--- config.mk ---
export PLATFORM = sky130hd
export DESIGN_NAME = pipelined_decode_stage
export DESIGN_NICKNAME = d
export VERILOG_FILES = /design/src/rtl/pipelined_decode_stage.sv
export SDC_FILE = /design/constraint.sdc
export NUM_CORES = 2
export LEC_CHECK = 0
export ABC_AREA = 0
export BUFFER_PORTS_ARGS = -buffer_cell sky130_fd_sc_hd__buf_2
export CAP_MARGIN = 10
export CORE_MARGIN = 2
export CORE_UTILIZATION = 25
export CTS_BUF_LIST = sky130_fd_sc_hd__clkbuf_16
export DETAILED_ROUTE_END_ITERATION = 10
export HOLD_SLACK_MARGIN = 0.03
export PLACE_DENSITY = 0.47
export SYNTH_ARGS = -nofsm -noshare
export SYNTH_HDL_FRONTEND = slang
export SYNTH_SLANG_ARGS = --single-unit
--- constraint.sdc ---
create_clock -name clk -period 9.7 [get_ports clk]
set_input_delay 0.485 -clock clk [delete_from_list [all_inputs] [get_ports clk]]
set_output_delay 0.485 -clock clk [all_outputs]
set_load 0.005 [all_outputs]
--- src/rtl/pipelined_decode_stage.sv ---
// Decode stage of the five-stage pipeline: register file, opcode decode,
// load-use / branch hazard detection, early BEQ/BNE resolution and the ID/EX register.
module pipelined_decode_stage #(
  parameter int DATA_WIDTH = 32,
  parameter int NUM_REGS   = 32,
  parameter int PC_WIDTH   = 32
) (
  input  logic                  clk,
  input  logic                  reset,
  input  logic [PC_WIDTH-1:0]   programCounterIn,
  input  logic [31:0]           instruction,
  input  logic [4:0]            writeRegister,
  input  logic [DATA_WIDTH-1:0] writeData,
  input  logic                  regWrite,
  input  logic                  exMemRegWrite,
  input  logic                  exMemMemRead,
  input  logic [4:0]            exMemRd,
  input  logic [DATA_WIDTH-1:0] exMemResult,
  output logic [1:0]            writeBackControl,
  output logic [1:0]            memAccessControl,
  output logic [3:0]            calculationControl,
  output logic [PC_WIDTH-1:0]   programCounterOut,
  output logic [DATA_WIDTH-1:0] readData1,
  output logic [DATA_WIDTH-1:0] readData2,
  output logic [DATA_WIDTH-1:0] immediateOperand,
  output logic [4:0]            rs,
  output logic [4:0]            rt,
  output logic [4:0]            rd,
  output logic                  pcWrite,
  output logic                  ifIdWrite,
  output logic                  branch,
  output logic [PC_WIDTH-1:0]   branchProgramCounter
);

  localparam int REG_AW = (NUM_REGS > 1) ? $clog2(NUM_REGS) : 1;
  localparam logic [5:0] NUM_REGS_L = 6'(NUM_REGS);

  logic [5:0] op_w;
  logic [4:0] rs_w, rt_w, rd_w;
  logic [15:0] imm_w;

  assign op_w  = instruction[31:26];
  assign rs_w  = instruction[25:21];
  assign rt_w  = instruction[20:16];
  assign rd_w  = instruction[15:11];
  assign imm_w = instruction[15:0];

  // R0 and indices beyond the implemented file behave as hard-wired zero
  function automatic logic addr_ok(input logic [4:0] a);
    return (a != 5'd0) && ({1'b0, a} < NUM_REGS_L);
  endfunction

  logic [DATA_WIDTH-1:0] regs_q [NUM_REGS];
  logic [DATA_WIDTH-1:0] rf_rd1, rf_rd2;

  always_ff @(posedge clk) begin
    if (reset) begin
      for (int i = 0; i < NUM_REGS; i++) regs_q[i] <= '0;
    end else if (regWrite && addr_ok(writeRegister)) begin
      regs_q[writeRegister[REG_AW-1:0]] <= writeData;
    end
  end

  always_comb begin
    rf_rd1 = '0;
    rf_rd2 = '0;
    if (addr_ok(rs_w))
      rf_rd1 = (regWrite && writeRegister == rs_w) ? writeData : regs_q[rs_w[REG_AW-1:0]];
    if (addr_ok(rt_w))
      rf_rd2 = (regWrite && writeRegister == rt_w) ? writeData : regs_q[rt_w[REG_AW-1:0]];
  end

  logic [1:0] wb_dec, mem_dec;
  logic [3:0] calc_dec;
  logic       reads_rt, is_beq, is_bne;

  always_comb begin
    wb_dec   = 2'b00;
    mem_dec  = 2'b00;
    calc_dec = 4'b0000;
    reads_rt = 1'b0;
    is_beq   = 1'b0;
    is_bne   = 1'b0;
    case (op_w)
      6'd0: begin wb_dec = 2'b10; calc_dec = 4'b1010; reads_rt = 1'b1; end
      6'd1: begin wb_dec = 2'b11; mem_dec = 2'b10; calc_dec = 4'b0100; end
      6'd2: begin mem_dec = 2'b01; calc_dec = 4'b0100; reads_rt = 1'b1; end
      6'd3: begin is_beq = 1'b1; reads_rt = 1'b1; end
      6'd4: begin wb_dec = 2'b10; calc_dec = 4'b0100; end
      6'd5: begin is_bne = 1'b1; reads_rt = 1'b1; end
      default: ;
    endcase
  end

  logic [DATA_WIDTH-1:0] imm_ext;
  logic [PC_WIDTH-1:0]   pc_off;

  always_comb begin
    imm_ext = {DATA_WIDTH{imm_w[15]}};
    imm_ext[15:0] = imm_w;
    pc_off = {PC_WIDTH{imm_w[15]}};
    pc_off[15:0] = imm_w;
  end

  // ID/EX pipeline register
  logic [1:0]            wb_q, wb_d, mem_q, mem_d;
  logic [3:0]            calc_q, calc_d;
  logic [PC_WIDTH-1:0]   pc_q, pc_d;
  logic [DATA_WIDTH-1:0] rd1_q, rd1_d, rd2_q, rd2_d, imm_q, imm_d;
  logic [4:0]            rs_q, rs_d, rt_q, rt_d, rd_q, rd_d;

  logic [4:0] dest_q;
  logic       load_use, branch_haz, stall, is_br;
  logic       fwd_a, fwd_b, ops_equal;
  logic [DATA_WIDTH-1:0] cmp_a, cmp_b;

  assign is_br  = is_beq | is_bne;
  assign dest_q = calc_q[3] ? rd_q : rt_q;

  assign load_use = mem_q[1] && (rt_q != 5'd0) &&
                    ((rt_q == rs_w) || (reads_rt && (rt_q == rt_w)));

  // A branch cannot forward from ID/EX, and a load in EX/MEM has no result yet
  assign branch_haz = is_br &&
    ((wb_q[1] && (dest_q != 5'd0) && ((dest_q == rs_w) || (dest_q == rt_w))) ||
     (exMemMemRead && (exMemRd != 5'd0) && ((exMemRd == rs_w) || (exMemRd == rt_w))));

  assign stall = load_use | branch_haz;

  assign fwd_a     = exMemRegWrite && (exMemRd != 5'd0) && (exMemRd == rs_w);
  assign fwd_b     = exMemRegWrite && (exMemRd != 5'd0) && (exMemRd == rt_w);
  assign cmp_a     = fwd_a ? exMemResult : rf_rd1;
  assign cmp_b     = fwd_b ? exMemResult : rf_rd2;
  assign ops_equal = (cmp_a == cmp_b);

  assign pcWrite   = ~stall;
  assign ifIdWrite = ~stall;
  assign branch    = ~stall & ((is_beq & ops_equal) | (is_bne & ~ops_equal));
  assign branchProgramCounter = programCounterIn + pc_off;

  always_comb begin
    wb_d   = wb_dec;
    mem_d  = mem_dec;
    calc_d = calc_dec;
    pc_d   = programCounterIn;
    rd1_d  = rf_rd1;
    rd2_d  = rf_rd2;
    imm_d  = imm_ext;
    rs_d   = rs_w;
    rt_d   = rt_w;
    rd_d   = rd_w;
    if (stall) begin
      wb_d   = '0;
      mem_d  = '0;
      calc_d = '0;
      pc_d   = '0;
      rd1_d  = '0;
      rd2_d  = '0;
      imm_d  = '0;
      rs_d   = '0;
      rt_d   = '0;
      rd_d   = '0;
    end
  end

  always_ff @(posedge clk) begin
    if (reset) begin
      wb_q   <= '0;
      mem_q  <= '0;
      calc_q <= '0;
      pc_q   <= '0;
      rd1_q  <= '0;
      rd2_q  <= '0;
      imm_q  <= '0;
      rs_q   <= '0;
      rt_q   <= '0;
      rd_q   <= '0;
    end else begin
      wb_q   <= wb_d;
      mem_q  <= mem_d;
      calc_q <= calc_d;
      pc_q   <= pc_d;
      rd1_q  <= rd1_d;
      rd2_q  <= rd2_d;
      imm_q  <= imm_d;
      rs_q   <= rs_d;
      rt_q   <= rt_d;
      rd_q   <= rd_d;
    end
  end

  assign writeBackControl   = wb_q;
  assign memAccessControl   = mem_q;
  assign calculationControl = calc_q;
  assign programCounterOut  = pc_q;
  assign readData1          = rd1_q;
  assign readData2          = rd2_q;
  assign immediateOperand   = imm_q;
  assign rs                 = rs_q;
  assign rt                 = rt_q;
  assign rd                 = rd_q;

endmodule
# --- Word level (Yosys, flattened, before mapping) ---
# Memory sizes are Yosys's and may differ from the RTL's.
# Cells that the tools add are included.
totals:
  in_bits: 143
  mem_bits_rw: 1024
  out_inout_bits: 186
  regBits: 135
  n_memories: 1
  elab_cells: 85
classes:
  n_reduce_logical: 30
  n_addsub: 1
  muxes: 21
  n_bitwise: 8
  n_eq_ne: 14
memory_table:
  columns: ["memory", "depth", "word_bits", "read_ports", "rd_clocked_by_memory_dff", "write_ports", "line", "source"]
  rows:
  - ["regs_q", 32, 32, 2, 0, 32, "53", "logic [DATA_WIDTH-1:0] regs_q [NUM_REGS];"]
op_table:
  columns: ["op", "count"]
  rows:
  - ["two-way mux 32 bit", 7]
  - ["equality test 5 bit", 8]
  - ["adder 32 bit", 1]
  - ["equality test 32 bit", 1]
  - ["OR reduction 32 bit", 1]
  - ["nonzero test 5 bit", 6]
  - ["logical AND 1 bit", 14]
  - ["equality test 6 x 2 -> 1 bit (second input constant)", 2]
  - ["equality test 6 x 3 -> 1 bit (second input constant)", 2]
  - ["two-way mux 5 bit", 2]
  - ["two-way mux 1 bit", 9]
  - ["case mux 2 bit (2 select lines)", 2]
  - ["case mux 4 bit (2 select lines)", 1]
  - ["equality test 6 x 1 -> 1 bit (second input constant)", 1]
  - ["logical NOT 6 bit", 1]
  - ["logical OR 1 bit", 4]
  - ["OR reduction 2 bit", 2]
  - ["OR reduction 4 bit", 1]
  - ["AND 1 bit", 3]
  - ["bitwise OR 1 bit", 3]
  - ["OR reduction 3 bit", 1]
  - ["NOT 1 bit", 2]

# --- Logic depth before layout (Yosys ltp) ---
logic_depth:
  depth_word: 10
  depth_mapped: 17
  mapped_depth_nobuf: 14

# --- Worst setup path before layout ---
# OpenSTA, ideal clock, no wires.
synth_path:
  path_kind: "input-to-output"
  startpoint: "in instruction[16]"
  endpoint: "out branch"
  arrival_time_ns: 3.658
  setup_slack_ns: 5.557
  path_stages: 14
  path_buffers: 4
  required_time_ns: 9.215
  cell_sequence: "buf_6 > buf_6 > buf_2 > buf_4 > mux4_2 > a22oi_1 > nand2_1 > a221oi_1 > xnor2_1 > a21oi_1 > a2bb2oi_1 > nand4_1 > a2111oi_2 > mux2i_1"
synth_between:
  elab_chain_cells: 10
  word_cells_on_any_way: 28
  cone_classes: "5 x eq/ne; 3 x mux; 7 x bitwise; 12 x reduce/logical; 1 x memory"
synth_lines:
  columns: ["element", "line", "source"]
  rows:
  - ["start: declaration", "11", "input logic [31:0] instruction,"]
  - ["branches (longest 9 deep; another with memory read (32 x 32 bit))", null, null]
  - ["AND 1 bit *", "138", "assign branch = ~stall & ((is_beq & ops_equal) | (is_bne & ~ops_equal));"]
  - ["end: declaration", "31", "output logic branch,"]
# Mark *: on every way between the ends.

# --- Worst setup path in the final report ---
layout_path:
  startpoint: "in instruction[19]"
  endpoint: "out branch"
# Same word-level chain as after synthesis.

==> out/qor.log <==
qor: run_status.status finished, final reports clean
qor: routing.antenna_left 0
qor: power_and_ir_drop.p_leak 25.3 nW
qor: clock_tree.cts-root-to-sink-buffers 3
qor: yosys.asyncSetResetFlopFracSynth 0
qor: yosys.netlist_area 62700 um^2
qor: placed_design.gpl_wtd_cong 1.02
qor: clock_tree.htree_num_levels 4
qor: routing.post-route-drc-count 0
qor: finish.layout.cell_area.non_filler 73000 um^2
qor: routing.met2_length 135 mm
qor: finish.count_of_filler_cells_inserted_in_the_layout 25200
qor: global_route.grt_start_max_net_pins 99
qor: hold_path.class_of_the_worst_hold_path in2reg
qor: timing.worstMarginPinSlew 1.40 ns
qor: timing.grt_setup_unrepaired no
qor: clock_tree.post_cts_resize_count 0
qor: routing.detailroute.wirelength.met3 31.8 mm
qor: placed_design.postPlaceCellArea 67900 um^2
qor: clock_tree.tritoncts done
qor: worst_setup_path.crit_fanout 32
qor: clock_tree.cts_buffers 140
qor: worst_setup_path.kind_of_end_point_of_the_critical_path output pin
qor: global_route.global_route_wire_length_before_repair 398 mm
qor: floorplan.chipWidth 505 um
qor: routing.drt_wl_total 297 mm
qor: finish.drive_gt1_frac 0.263
qor: worst_setup_path.critical_path.startpoint_type input pin
qor: worst_setup_path.crit_top_cell sky130_fd_sc_hd__o22ai_1
qor: floorplan.core_area 249000 um^2
qor: worst_setup_path.critical_path.cell_chain buf_4 -> xnor2_1 -> nand4_1 -> o21ai_2 -> nor2_1 -> a221oi_1 -> a22oi_1 -> o22ai_1 -> o22ai_1 -> or4_1 -> a2111oi_2 -> mux2i_1 -> buf_2
qor: clock_tree.worstSkewPairLatency 0.84 ns
qor: yosys.synth_cell_types 100
qor: yosys.yosys-top-cells-area sky130_fd_sc_hd__edfxtp_1, sky130_fd_sc_hd__mux4_2, sky130_fd_sc_hd__and2_1, sky130_fd_sc_hd__dfxtp_1, sky130_fd_sc_hd__mux2i_1
qor: yosys.post_synth_inst_count 4564
qor: clock_tree.clk_transition_reported_paths 0.06 ns
qor: floorplan.effective_utilization_at_floorplan 0.252
qor: yosys.synthFlopType sky130_fd_sc_hd__edfxtp_1
qor: yosys.synth_edf_count 1024
qor: floorplan.chip_height 505 um
qor: routing.detail_route.wl_per_cell 35.8 um
qor: timing.post_route_setup_tns 0 ns
qor: placed_design.hpwl 186 mm
qor: clock_tree.clkSinkCount 1151
qor: yosys.yosys_register_bits 1151
qor: finish.area.growth.synth_to_final 16.4%
qor: routing.detailroute.via_count 45900
qor: power_and_ir_drop.irDropWorstVdd 0.133 mV
qor: clock_tree.clock_tree.root_cell sky130_fd_sc_hd__clkbuf_16
qor: worst_setup_path.cpMaxStageDelayCell sky130_fd_sc_hd__o21ai_2
qor: timing.fin_ws 2.47 ns
qor: routing.routed_via_density 5.53
qor: flow_run.max_cap_violations 0
qor: timing.slew_viol_final 0
qor: finish.utilization 0.293
qor: global_route.number_of_global_route_vias_before_repair 44500
qor: yosys.synth_top_cell_by_area sky130_fd_sc_hd__edfxtp_1
qor: worst_setup_path.critical_path_class in2out
qor: global_route.grt_overflow_total 0
qor: worst_setup_path.critPathRequiredTime 9.22 ns
qor: yosys.proportion_of_netlist_area_held_by_the_largest_area_contributor 0.490
qor: timing.worst_clock_skew 0.0613 ns
qor: global_route.track_usage 0.227
qor: placed_design.port_buffers 327
qor: placed_design.placedCellCount 7955
qor: global_route.grt_antenna_before_repair 61
qor: finish.final_stage_net_count 4995
qor: placed_design.detailedPlace.worstSlack 2.71 ns
qor: yosys.yosysSeqAreaShare 0.531
qor: routing.met1_length 111 mm
qor: timing.finalCritPeriodShare 0.745
qor: finish.stdcell_count 8299
qor: timing.fmax 138 MHz
qor: routing.drt-initial-drc-count 7241
qor: timing.timing.final.setup_violations 0
qor: floorplan.ios 329
qor: floorplan.design.die.area 255000 um^2
qor: power_and_ir_drop.power-per-cell-area 179 nW/um^2
qor: routing.drtPass1Iterations 8
qor: timing.timing.slew.headroom 0.0681
qor: timing.period_minus_slack 7.23 ns
qor: routing.topRoutingLayerUsed met5
qor: timing.timing_hold_violations_final 0
qor: worst_setup_path.cpPeakStageDelay 1.10 ns
qor: yosys.synth-warning-count 0
qor: worst_setup_path.critical_path_data_arrival_time 6.74 ns
qor: yosys.synthesis.area_per_instance 13.7 um^2
qor: floorplan.core.rowCount 183
-- sequential cells by signal, indices dropped and copies added, names as in the netlist --
register / flops
rs: 5
rt: 5
memAccessControl: 1
rd: 5
calculationControl: 2
regs_q: 1024
programCounterOut: 32
readData1: 32
readData2: 32
writeBackControl: 2
immediateOperand: 11
-- layout make-up --
type	instances	area, um^2	share of cell area
clock buffer	142	3550	0.0487
sequential	1151	33300	0.456
multi-input combinational	2946	27300	0.373
tap	3330	4170	0.0571
antenna	37	92.6	0.00127
inverter	31	116	0.00159
timing repair buffer	550	3620	0.0495
clock inverter	112	918	0.0126
-- worst max-delay path, delay by kind of cell --
family	cells	cell delay (ns)
AO/OA/AOI/OAI	6	3.32
AND/OR/NAND/NOR	3	1.39
buffers and inverters	2	0.78
multiplexers	1	0.51
XOR/XNOR	1	0.21
-- cell usage after synthesis (all sizes together) (25+ instances only) --
cell type	n
or2	40
clkbuf	262
nand2	128
xnor2	66
nand3	36
ha	31
o21ai	59
buf	203
xor2	26
mux2i	151
a21oi	75
o22ai	63
inv	30
dfxtp	127
edfxtp	1024
a211oi	25
a22oi	100
o221ai	29
mux4	477
and2	876
nor2	153
nor3	234
-- routing by layer --
metal  GRT usage  up-vias
met5           0        -
met4       0.131        4
met3      0.0590      704
met2       0.352     3233
met1       0.284    23800
li1            -    18100
-- timing repair --
item                                   in CTS  in global routing
hold buffers                               52                  0
endpoints found under the hold margin      51                  0
buffers inserted                            0                  0
-- cell usage in the layout, fill, tap and decap left out, types with 20 or more instances in the layout --
master / n
sky130_fd_sc_hd__a21oi_1: 74
sky130_fd_sc_hd__a211oi_1: 25
sky130_fd_sc_hd__diode_2: 37
sky130_fd_sc_hd__buf_4: 163
sky130_fd_sc_hd__o221ai_1: 29
sky130_fd_sc_hd__inv_1: 54
sky130_fd_sc_hd__dlygate4sd3_1: 52
sky130_fd_sc_hd__ha_1: 31
sky130_fd_sc_hd__nor3_1: 230
sky130_fd_sc_hd__or2_2: 38
sky130_fd_sc_hd__clkinv_2: 24
sky130_fd_sc_hd__conb_1: 33
sky130_fd_sc_hd__buf_2: 320
sky130_fd_sc_hd__xnor2_1: 66
sky130_fd_sc_hd__mux4_2: 460
sky130_fd_sc_hd__edfxtp_1: 1024
sky130_fd_sc_hd__a21o_1: 20
sky130_fd_sc_hd__dfxtp_1: 127
sky130_fd_sc_hd__mux2i_1: 151
sky130_fd_sc_hd__xor2_1: 26
sky130_fd_sc_hd__nand3_1: 35
sky130_fd_sc_hd__nand2_1: 128
sky130_fd_sc_hd__nor2_4: 32
sky130_fd_sc_hd__nor2_1: 120
sky130_fd_sc_hd__clkbuf_16: 142
sky130_fd_sc_hd__clkinv_1: 23
sky130_fd_sc_hd__o21ai_0: 54
sky130_fd_sc_hd__o22ai_1: 63
sky130_fd_sc_hd__and2_1: 874
sky130_fd_sc_hd__a22oi_1: 98
-- power breakdown --
group          internal [mW]  switching (mW)  leakage (nW)  total (mW)
sequential              5.68           0.142          10.8        5.82
combinational          0.733            1.30          12.2        2.03
clock                   2.84            2.37          2.31        5.21
-- cell families (layout without fill, tap and decap cells) --
| family | Yosys count | in the layout | share of synthesized area |
|---|---|---|---|
| AOI/OAI and AO/OA | 559 | 559 | 0.0652 |
| xor gates and xnor gates | 92 | 92 | 0.0129 |
| adders and majority gates | 32 | 32 | 0.00651 |
| buffers and inverters | 499 | 835 | 0.0417 |
| DFF | 1151 | 1151 | 0.531 |
| muxes | 643 | 643 | 0.199 |
| other | 1 | 70 | 0.0000598 |
| and+or+nand+nor | 1587 | 1587 | 0.143 |
-- per-stage QoR --
step | power (mW) | hold slack, ns
2_1_floorplan | 6.98 | 0.607
3_3_place_gp | 7.87 | 0.711
3_5_place_dp | 7.88 | 0.711
4_1_cts | 13.1 | 0.0307
5_1_grt | 13.4 | 0.0745
6_report | 13.1 | 0.0800
-- final timing paths --
kind	from	end	slack, ns	depth (start not counted)
hold / removal	writeData[21]	readData1[21]$_SDFF_PP0_	0.08	3
setup / recovery	instruction[19]	branch	2.47	13
setup reg to reg	calculationControl[1]$_SDFF_PP0_	readData2[17]$_SDFF_PP0_	4.95	10
hold reg to reg	writeBackControl[1]$_SDFF_PP0_	immediateOperand[1]$_SDFF_PP0_	1.08	6
Power figures use the tool's default switching activity.
